## src/rtl/spi_pkg.sv

```systemverilog
`default_nettype none
// ============================================================================
// Module  : spi_pkg
// Brief   : Shared constants, FSM encoding and bit-reverse helper for SPI IP.
// Rev     : 1.0 - initial release
// ============================================================================
package spi_pkg;

    localparam int c_mode_cpha  = 0;
    localparam int c_mode_cpol  = 1;
    localparam int c_cmd_lsb    = 2;
    localparam int c_cmd_clr    = 3;
    localparam int c_dout_empty = 8;

    typedef enum logic [1:0] {
        ST_IDLE = 2'd0,
        ST_LOAD = 2'd1,
        ST_XFER = 2'd2,
        ST_DONE = 2'd3
    } spi_state_e;

    function automatic logic [7:0] rev8(input logic [7:0] b);
        logic [7:0] r;
        for (int i = 0; i < 8; i++) begin
            r[i] = b[7-i];
        end
        return r;
    endfunction

endpackage
`default_nettype wire

```

## src/rtl/spi_slave_sync.sv

```systemverilog
`default_nettype none
// ============================================================================
// Module  : spi_slave_sync
// Brief   : Synchronizes SPI pins into clk and derives sck/ss edge pulses.
// Rev     : 1.0 - initial release
// ============================================================================
module spi_slave_sync #(
    parameter int SYNC_STAGES = 2
) (
    input  logic clk,
    input  logic rst,
    input  logic i_sck,
    input  logic i_ss,
    input  logic i_mosi,
    output logic o_sck_rise,
    output logic o_sck_fall,
    output logic o_ss_fall,
    output logic o_ss_rise,
    output logic o_mosi
);

    logic [SYNC_STAGES-1:0] r_sck_sync;
    logic [SYNC_STAGES-1:0] r_ss_sync;
    logic [SYNC_STAGES-1:0] r_mosi_sync;
    logic                   r_sck_d;
    logic                   r_ss_d;
    logic                   w_sck_s;
    logic                   w_ss_s;

    assign w_sck_s = r_sck_sync[SYNC_STAGES-1];
    assign w_ss_s  = r_ss_sync[SYNC_STAGES-1];
    assign o_mosi  = r_mosi_sync[SYNC_STAGES-1];

    // ss resets deasserted so a held-low pin after reset yields a clean fall.
    always_ff @(posedge clk or negedge rst) begin
        if (!rst) begin
            r_sck_sync  <= '0;
            r_ss_sync   <= '1;
            r_mosi_sync <= '0;
            r_sck_d     <= 1'b0;
            r_ss_d      <= 1'b1;
        end else begin
            r_sck_sync  <= {r_sck_sync[SYNC_STAGES-2:0], i_sck};
            r_ss_sync   <= {r_ss_sync[SYNC_STAGES-2:0], i_ss};
            r_mosi_sync <= {r_mosi_sync[SYNC_STAGES-2:0], i_mosi};
            r_sck_d     <= w_sck_s;
            r_ss_d      <= w_ss_s;
        end
    end

    assign o_sck_rise = w_sck_s & ~r_sck_d;
    assign o_sck_fall = ~w_sck_s & r_sck_d;
    assign o_ss_fall  = ~w_ss_s & r_ss_d;
    assign o_ss_rise  = w_ss_s & ~r_ss_d;

endmodule
`default_nettype wire

```

## src/rtl/srl_fifo.sv

```systemverilog
`default_nettype none
// ============================================================================
// Module  : srl_fifo
// Brief   : Shift-register FIFO with show-ahead head; push+pop when full OK.
// Rev     : 1.0 - initial release
// ============================================================================
module srl_fifo #(
    parameter int WIDTH = 8,
    parameter int DEPTH = 4
) (
    input  logic             clk,
    input  logic             rst,
    input  logic             i_push,
    input  logic [WIDTH-1:0] i_data,
    input  logic             i_pop,
    output logic [WIDTH-1:0] o_data,
    output logic             o_full,
    output logic             o_empty
);

    localparam int c_cw = $clog2(DEPTH + 1);
    localparam int c_aw = $clog2(DEPTH);

    logic [WIDTH-1:0] r_mem [DEPTH];
    logic [c_cw-1:0]  r_count;
    logic [c_aw-1:0]  w_head_idx;
    logic             w_push_ok;
    logic             w_pop_ok;

    assign o_full     = (r_count == c_cw'(DEPTH));
    assign o_empty    = (r_count == '0);
    assign w_pop_ok   = i_pop && !o_empty;
    assign w_push_ok  = i_push && (!o_full || i_pop);
    // Newest entry sits at index 0; the oldest is at count-1.
    assign w_head_idx = o_empty ? '0 : c_aw'(r_count - 1'b1);
    assign o_data     = r_mem[w_head_idx];

    always_ff @(posedge clk) begin
        if (w_push_ok) begin
            r_mem[0] <= i_data;
            for (int i = 1; i < DEPTH; i++) begin
                r_mem[i] <= r_mem[i-1];
            end
        end
    end

    always_ff @(posedge clk or negedge rst) begin
        if (!rst) begin
            r_count <= '0;
        end else begin
            r_count <= r_count + c_cw'(w_push_ok) - c_cw'(w_pop_ok);
        end
    end

endmodule
`default_nettype wire

```

## src/rtl/spi_slave_if.sv

```systemverilog
`default_nettype none
// ============================================================================
// Module  : spi_slave_if
// Brief   : SPI target endpoint, all CPOL/CPHA modes, TX/RX FIFOs, status.
// Rev     : 1.0 - initial release
// ============================================================================
module spi_slave_if
    import spi_pkg::*;
#(
    parameter int         SYNC_STAGES = 2,
    parameter logic [7:0] IDLE_BYTE   = 8'hFF,
    parameter int         FIFO_DEPTH  = 4
) (
    input  logic       clk,
    input  logic       rst,
    input  logic [7:0] din,
    input  logic       cmd,
    input  logic       wr,
    input  logic       rd,
    output logic [8:0] dout,
    output logic       ack,
    output logic [4:0] status,
    input  logic       spi_sck,
    input  logic       spi_ss,
    input  logic       spi_mosi,
    output logic       spi_miso,
    output logic       spi_miso_oe
);

    spi_state_e r_state;
    spi_state_e w_state_nxt;

    logic [1:0] r_cfg_mode;
    logic       r_cfg_lsb;
    logic [1:0] r_act_mode;
    logic       r_act_lsb;
    logic [7:0] r_tx_shr;
    logic [7:0] r_rx_shr;
    logic [2:0] r_bit_cnt;
    logic       r_tx_idle;
    logic       r_miso;
    logic       r_abort;
    logic       r_underrun;
    logic       r_overrun;
    logic       r_ack;
    logic [8:0] r_dout;

    logic       w_sck_rise, w_sck_fall, w_ss_fall, w_ss_rise, w_mosi_s;
    logic       w_lead, w_trail, w_sample, w_shift;
    logic       w_load_tx, w_rx_push_req, w_abort_set;
    logic       w_tx_pop, w_tx_full, w_tx_empty;
    logic       w_rx_full, w_rx_empty;
    logic [7:0] w_tx_head, w_rx_head, w_tx_byte, w_tx_ord, w_rx_ord;
    logic       w_clr, w_underrun_set, w_overrun_set;

    spi_slave_sync #(
        .SYNC_STAGES (SYNC_STAGES)
    ) u_sync (
        .clk        (clk),
        .rst        (rst),
        .i_sck      (spi_sck),
        .i_ss       (spi_ss),
        .i_mosi     (spi_mosi),
        .o_sck_rise (w_sck_rise),
        .o_sck_fall (w_sck_fall),
        .o_ss_fall  (w_ss_fall),
        .o_ss_rise  (w_ss_rise),
        .o_mosi     (w_mosi_s)
    );

    srl_fifo #(.WIDTH(8), .DEPTH(FIFO_DEPTH)) u_tx_fifo (
        .clk     (clk),
        .rst     (rst),
        .i_push  (wr),
        .i_data  (din),
        .i_pop   (w_tx_pop),
        .o_data  (w_tx_head),
        .o_full  (w_tx_full),
        .o_empty (w_tx_empty)
    );

    srl_fifo #(.WIDTH(8), .DEPTH(FIFO_DEPTH)) u_rx_fifo (
        .clk     (clk),
        .rst     (rst),
        .i_push  (w_rx_push_req),
        .i_data  (w_rx_ord),
        .i_pop   (rd),
        .o_data  (w_rx_head),
        .o_full  (w_rx_full),
        .o_empty (w_rx_empty)
    );

    assign w_lead   = r_act_mode[c_mode_cpol] ? w_sck_fall : w_sck_rise;
    assign w_trail  = r_act_mode[c_mode_cpol] ? w_sck_rise : w_sck_fall;
    assign w_sample = r_act_mode[c_mode_cpha] ? w_trail : w_lead;
    assign w_shift  = r_act_mode[c_mode_cpha] ? w_lead  : w_trail;

    assign w_tx_pop  = w_load_tx & ~w_tx_empty;
    assign w_tx_byte = w_tx_empty ? IDLE_BYTE : w_tx_head;
    assign w_tx_ord  = r_act_lsb ? rev8(w_tx_byte) : w_tx_byte;
    assign w_rx_ord  = r_act_lsb ? rev8(r_rx_shr) : r_rx_shr;

    assign w_clr          = cmd & din[c_cmd_clr];
    // Underrun counts only once the master actually samples filler data,
    // so the speculative prefetch at the end of a frame stays silent.
    assign w_underrun_set = (r_state == ST_XFER) && w_sample &&
                            (r_bit_cnt == 3'd0) && r_tx_idle;
    assign w_overrun_set  = w_rx_push_req & w_rx_full & ~rd;

    always_ff @(posedge clk or negedge rst) begin
        if (!rst) begin
            r_state <= ST_IDLE;
        end else begin
            r_state <= w_state_nxt;
        end
    end

    always_comb begin
        w_state_nxt   = r_state;
        w_load_tx     = 1'b0;
        w_rx_push_req = 1'b0;
        w_abort_set   = 1'b0;
        unique case (r_state)
            ST_IDLE: if (w_ss_fall) w_state_nxt = ST_LOAD;
            ST_LOAD: begin
                w_load_tx   = 1'b1;
                w_state_nxt = ST_XFER;
            end
            ST_XFER: if (w_sample && r_bit_cnt == 3'd7) w_state_nxt = ST_DONE;
            ST_DONE: begin
                w_rx_push_req = 1'b1;
                w_load_tx     = 1'b1;
                w_state_nxt   = ST_XFER;
            end
            default: w_state_nxt = ST_IDLE;
        endcase
        if (r_state != ST_IDLE && w_ss_rise) begin
            w_state_nxt = ST_IDLE;
            w_abort_set = (r_state == ST_XFER) && (r_bit_cnt != 3'd0);
        end
    end

    always_ff @(posedge clk or negedge rst) begin
        if (!rst) begin
            r_cfg_mode <= 2'd0;
            r_cfg_lsb  <= 1'b0;
            r_act_mode <= 2'd0;
            r_act_lsb  <= 1'b0;
            r_tx_shr   <= 8'h00;
            r_rx_shr   <= 8'h00;
            r_bit_cnt  <= 3'd0;
            r_tx_idle  <= 1'b0;
            r_miso     <= 1'b1;
        end else begin
            if (cmd) begin
                r_cfg_mode <= din[1:0];
                r_cfg_lsb  <= din[c_cmd_lsb];
            end
            if (w_ss_fall) begin
                r_act_mode <= r_cfg_mode;
                r_act_lsb  <= r_cfg_lsb;
            end
            if (w_load_tx) begin
                r_tx_idle <= w_tx_empty;
                r_bit_cnt <= 3'd0;
                // CPHA=0 must present bit7 before the first leading edge.
                if (r_state == ST_LOAD && !r_act_mode[c_mode_cpha]) begin
                    r_miso   <= w_tx_ord[7];
                    r_tx_shr <= {w_tx_ord[6:0], 1'b0};
                end else begin
                    r_tx_shr <= w_tx_ord;
                end
            end else if (r_state == ST_XFER) begin
                if (w_sample) begin
                    r_rx_shr  <= {r_rx_shr[6:0], w_mosi_s};
                    r_bit_cnt <= r_bit_cnt + 3'd1;
                end
                if (w_shift) begin
                    r_miso   <= r_tx_shr[7];
                    r_tx_shr <= {r_tx_shr[6:0], 1'b0};
                end
            end else if (r_state == ST_IDLE) begin
                r_miso <= 1'b1;
            end
        end
    end

    always_ff @(posedge clk or negedge rst) begin
        if (!rst) begin
            r_abort    <= 1'b0;
            r_underrun <= 1'b0;
            r_overrun  <= 1'b0;
            r_ack      <= 1'b0;
            r_dout     <= {1'b1, 8'h00};
        end else begin
            r_abort    <= w_abort_set    | (r_abort    & ~w_clr);
            r_underrun <= w_underrun_set | (r_underrun & ~w_clr);
            r_overrun  <= w_overrun_set  | (r_overrun  & ~w_clr);
            r_ack      <= wr | rd | cmd;
            r_dout     <= (rd && !w_rx_empty) ? {1'b0, w_rx_head} : {1'b1, 8'h00};
        end
    end

    assign dout        = r_dout;
    assign ack         = r_ack;
    assign status      = {w_tx_full, w_rx_empty, r_abort, r_underrun, r_overrun};
    assign spi_miso    = r_miso;
    assign spi_miso_oe = (r_state != ST_IDLE);

endmodule
`default_nettype wire

```

## config.mk

```make
export PLATFORM = sky130hd
export DESIGN_NAME = spi_slave_if
export DESIGN_NICKNAME = d
export VERILOG_FILES = /design/src/rtl/spi_pkg.sv /design/src/rtl/spi_slave_sync.sv /design/src/rtl/srl_fifo.sv /design/src/rtl/spi_slave_if.sv
export SDC_FILE = /design/constraint.sdc
export NUM_CORES = 1
export LEC_CHECK = 0
export ABC_AREA = 1
export CORE_ASPECT_RATIO = 2
export CORE_UTILIZATION = 30
export CTS_CLUSTER_SIZE = 20
export DETAILED_ROUTE_END_ITERATION = 12
export SLEW_MARGIN = 20
export SYNTH_ARGS = -nofsm -noshare
export SYNTH_HDL_FRONTEND = slang
export SYNTH_SLANG_ARGS = --single-unit
```

## constraint.sdc

```tcl
create_clock -name clk -period 5.6 [get_ports clk]
set_input_delay 0.84 -clock clk [delete_from_list [all_inputs] [get_ports clk]]
set_output_delay 0.84 -clock clk [all_outputs]
set_load 0.05 [all_outputs]
```

==> impl_metrics.env <==
export IMPL_cts_tree="built"
export IMPL_synth_distinct_cells=37
export IMPL_regArea_mm2=0.00333
export IMPL_cts_sinks=120
export IMPL_postCtsSetupBuffers=0
export IMPL_multi_input_area_mm2=0.00158
export IMPL_fin_crit_ns=2.95
export IMPL_drtIter0Drc=188
export IMPL_reg2reg_from="u_tx_fifo.r_count[0]$_DFF_PN0_"
export IMPL_start_util=0.304
export IMPL_io_buffers=32
export IMPL_track_usage=0.133
export IMPL_period_share=0.527
export IMPL_tightest_slew_ns=0.812
export IMPL_cp_cell_sequence="nor2_1 > nand2_1 > inv_1 > clkdlybuf4s50_1"
export IMPL_die_area_mm2=0.0180
export IMPL_grt_pass1_wl_um=18000
export IMPL_ir_drop_uv=213
export IMPL_layout_drive_gt1_share=0.114
export IMPL_power_per_cell_area_mw_per_mm2=619
export IMPL_power_leakage_nw=2.69
export IMPL_crit_fanout=6
export IMPL_core_rowCount=68
export IMPL_seq_area_frac_synth=0.637
export IMPL_crit_path_top_delay_cell="clkdlybuf4s50_1"
export IMPL_drt_wl_total_um=10700
export IMPL_cp_num_buf_inv=2
export IMPL_rsz0062_at_grt="false"
export IMPL_clk_latency_ns=0.41
export IMPL_n_antenna_cell=0
export IMPL_r2r_end="u_tx_fifo.r_count[2]$_DFF_PN0_"
export IMPL_synthArstFlopShare=0.467
export IMPL_ys_warn_count=0
export IMPL_hold_violations=0
export IMPL_start_kind="flip-flop"
export IMPL_r2r_cells=8
export IMPL_nFillCells=1704
export IMPL_clockBufferDepth=2
export IMPL_yosys_area_top_type="edfxtp_1"
export IMPL_synthCells=510
export IMPL_synth_area_mm2=0.00523
export IMPL_cts_resized_gates=0
export IMPL_pre_cts_ws_ns=2.80
export IMPL_viasPerCell=4.65
export IMPL_status="finished, final reports clean"
export IMPL_synth_seq_cells=120
export IMPL_clockRootBuffer="clkbuf_16"
export IMPL_critical_path_required_ns=4.76
export IMPL_finalSetupViolCount=0
export IMPL_cpLargestDelayFamily="buffers and inverters"
export IMPL_areaGrowthSynthToFinish_pct=22.0
export IMPL_grt_overflow=0
export IMPL_grt_pass1_vias=3725
export IMPL_synth_edff_count=64
export IMPL_final_common_cell="nand2_1"
export IMPL_numCtsBuffers=17
export IMPL_cp_startpoint="u_tx_fifo.r_count[0]$_DFF_PN0_"
export IMPL_die_h_um=189
export IMPL_cp_arrival_ns=2.11
export IMPL_synth_flop_cell="edfxtp_1"
export IMPL_finClkSkew_ns=0.00827
export IMPL_synth_area_leaders="edfxtp_1 37%, dfrtp_1 24%, nand2_1 8.3%"
export IMPL_ant_nets=0
export IMPL_crit_end="status[4]"
export IMPL_final_cell_mix="115 x nand2_1, 64 x edfxtp_1, 51 x dfrtp_1"
export IMPL_syn_avg_cell_area_um2=10.3
export IMPL_fmax_mhz=339
export IMPL_cts_htree_levels=4
export IMPL_avgRoutedWirePerCell_um=13.9
export IMPL_tns_ns=0
export IMPL_cp_end_kind="primary output"
export IMPL_path_clk_slew_ns=0.06
export IMPL_r2r_slack_ns=3.35
export IMPL_cp_depth=4
export IMPL_worstSetupPathType="flip-flop to primary output"
export IMPL_dr_total_vias=3583
export IMPL_place_hpwl_um=7560
export IMPL_grt_max_degree=57
export IMPL_place_gp_congestion=0.806
export IMPL_core_area_mm2=0.0172
export IMPL_hold_path_class="flip-flop to flip-flop"
export IMPL_postLayoutSetupSlackWorst_ns=2.65
export IMPL_pin_count=33
export IMPL_hold_buffers=0
export IMPL_die_w_um=95.4
export IMPL_synth_top_area_share=0.367
export IMPL_final_max_slew_viol_count=0
export IMPL_first_pass_iters=5
export IMPL_route_detailed_drc=0
export IMPL_drv_cap=0
export IMPL_crit_path_max_incr_delay_ns=0.80
export IMPL_max_slew_margin=0.458
export IMPL_antenna_found_initial=0
export IMPL_nNetsFinal=573
export IMPL_syn_nets=535
[cells in the mapped netlist (all sizes together), types with 3 or more instances]
| master | instances |
|---|---|
| nand3 | 51 |
| o21ai | 47 |
| nor2 | 50 |
| inv | 54 |
| nand3b | 3 |
| or2 | 7 |
| ha | 7 |
| nand4 | 9 |
| clkinv | 3 |
| a21oi | 12 |
| dfrtp | 51 |
| nor3 | 3 |
| edfxtp | 64 |
| dfstp | 5 |
| buf | 15 |
| nand2 | 118 |
[routing by layer]
metal / up-vias / global-route usage / routed length [um]
li1: 1777 / - / -
met1: 1719 / 0.135 / 4080
met2: 70 / 0.236 / 6000
met3: 17 / 0.0347 / 325
met4: 0 / 0.0769 / 314
met5: - / 0 / 0
[per-stage QoR]
stage	power (mW)	area, um^2	std cells	utilization	hold WS [ns]
after floorplan	2.41	5230	510	-	0.331
after global routing	4.21	6380	771	0.371	0.361
after CTS	3.99	6380	771	0.371	0.350
after global placement	2.70	5720	739	0.333	0.334
after detailed placement	2.76	5720	739	0.333	0.338
final	3.95	6380	771	0.371	0.348
[cell families after synthesis]
family,synth area share
AND/OR/NAND/NOR,0.208
flip-flops,0.637
adder cells (fa/ha/maj),0.0244
XOR/XNOR,0.00502
AO/OA/AOI/OAI,0.0636
buffers and inverters,0.0622
[sequential cells by signal, summed over array words and instances (netlist names), 2 cells and up]
name / count
u_rx_fifo.r_mem: 32
u_tx_fifo.r_mem: 32
dout: 9
r_rx_shr: 8
r_tx_shr: 8
r_bit_cnt: 3
u_rx_fifo.r_count: 3
u_tx_fifo.r_count: 3
r_act_mode: 2
r_cfg_mode: 2
r_state: 2
u_sync.r_mosi_sync: 2
u_sync.r_sck_sync: 2
u_sync.r_ss_sync: 2
[worst min-delay path by stage]
stage	startpoint	to	slack, ns	cells past startpoint
after floorplan	u_sync.r_mosi_sync[0]$_DFF_PN0_	u_sync.r_mosi_sync[1]$_DFF_PN0_	0.33	0
after global placement	u_sync.r_mosi_sync[0]$_DFF_PN0_	u_sync.r_mosi_sync[1]$_DFF_PN0_	0.33	0
after detailed placement	u_sync.r_sck_sync[0]$_DFF_PN0_	u_sync.r_sck_sync[1]$_DFF_PN0_	0.34	0
after CTS	u_sync.r_sck_sync[0]$_DFF_PN0_	u_sync.r_sck_sync[1]$_DFF_PN0_	0.35	0
after global routing	u_sync.r_ss_sync[0]$_DFF_PN1_	u_sync.r_ss_sync[1]$_DFF_PN1_	0.36	0
final	u_sync.r_sck_sync[0]$_DFF_PN0_	u_sync.r_sck_sync[1]$_DFF_PN0_	0.35	0
[where the power goes]
| part | switching (mW) | leakage [nW] | internal (mW) |
|---|---|---|---|
| Sequential | 0.152 | 1.29 | 1.23 |
| Clock | 0.407 | 0.306 | 0.804 |
| Combinational | 0.926 | 1.09 | 0.433 |
[area by class of cell]
cell class                 count  area share
multi-input combinational    317       0.247
sequential                   120       0.522
tap                          210      0.0412
clock buffer                  18      0.0688
timing repair buffer          35      0.0529
clock inverter                14      0.0343
inverter                      57      0.0335
(Power assumes the default switching activity.)
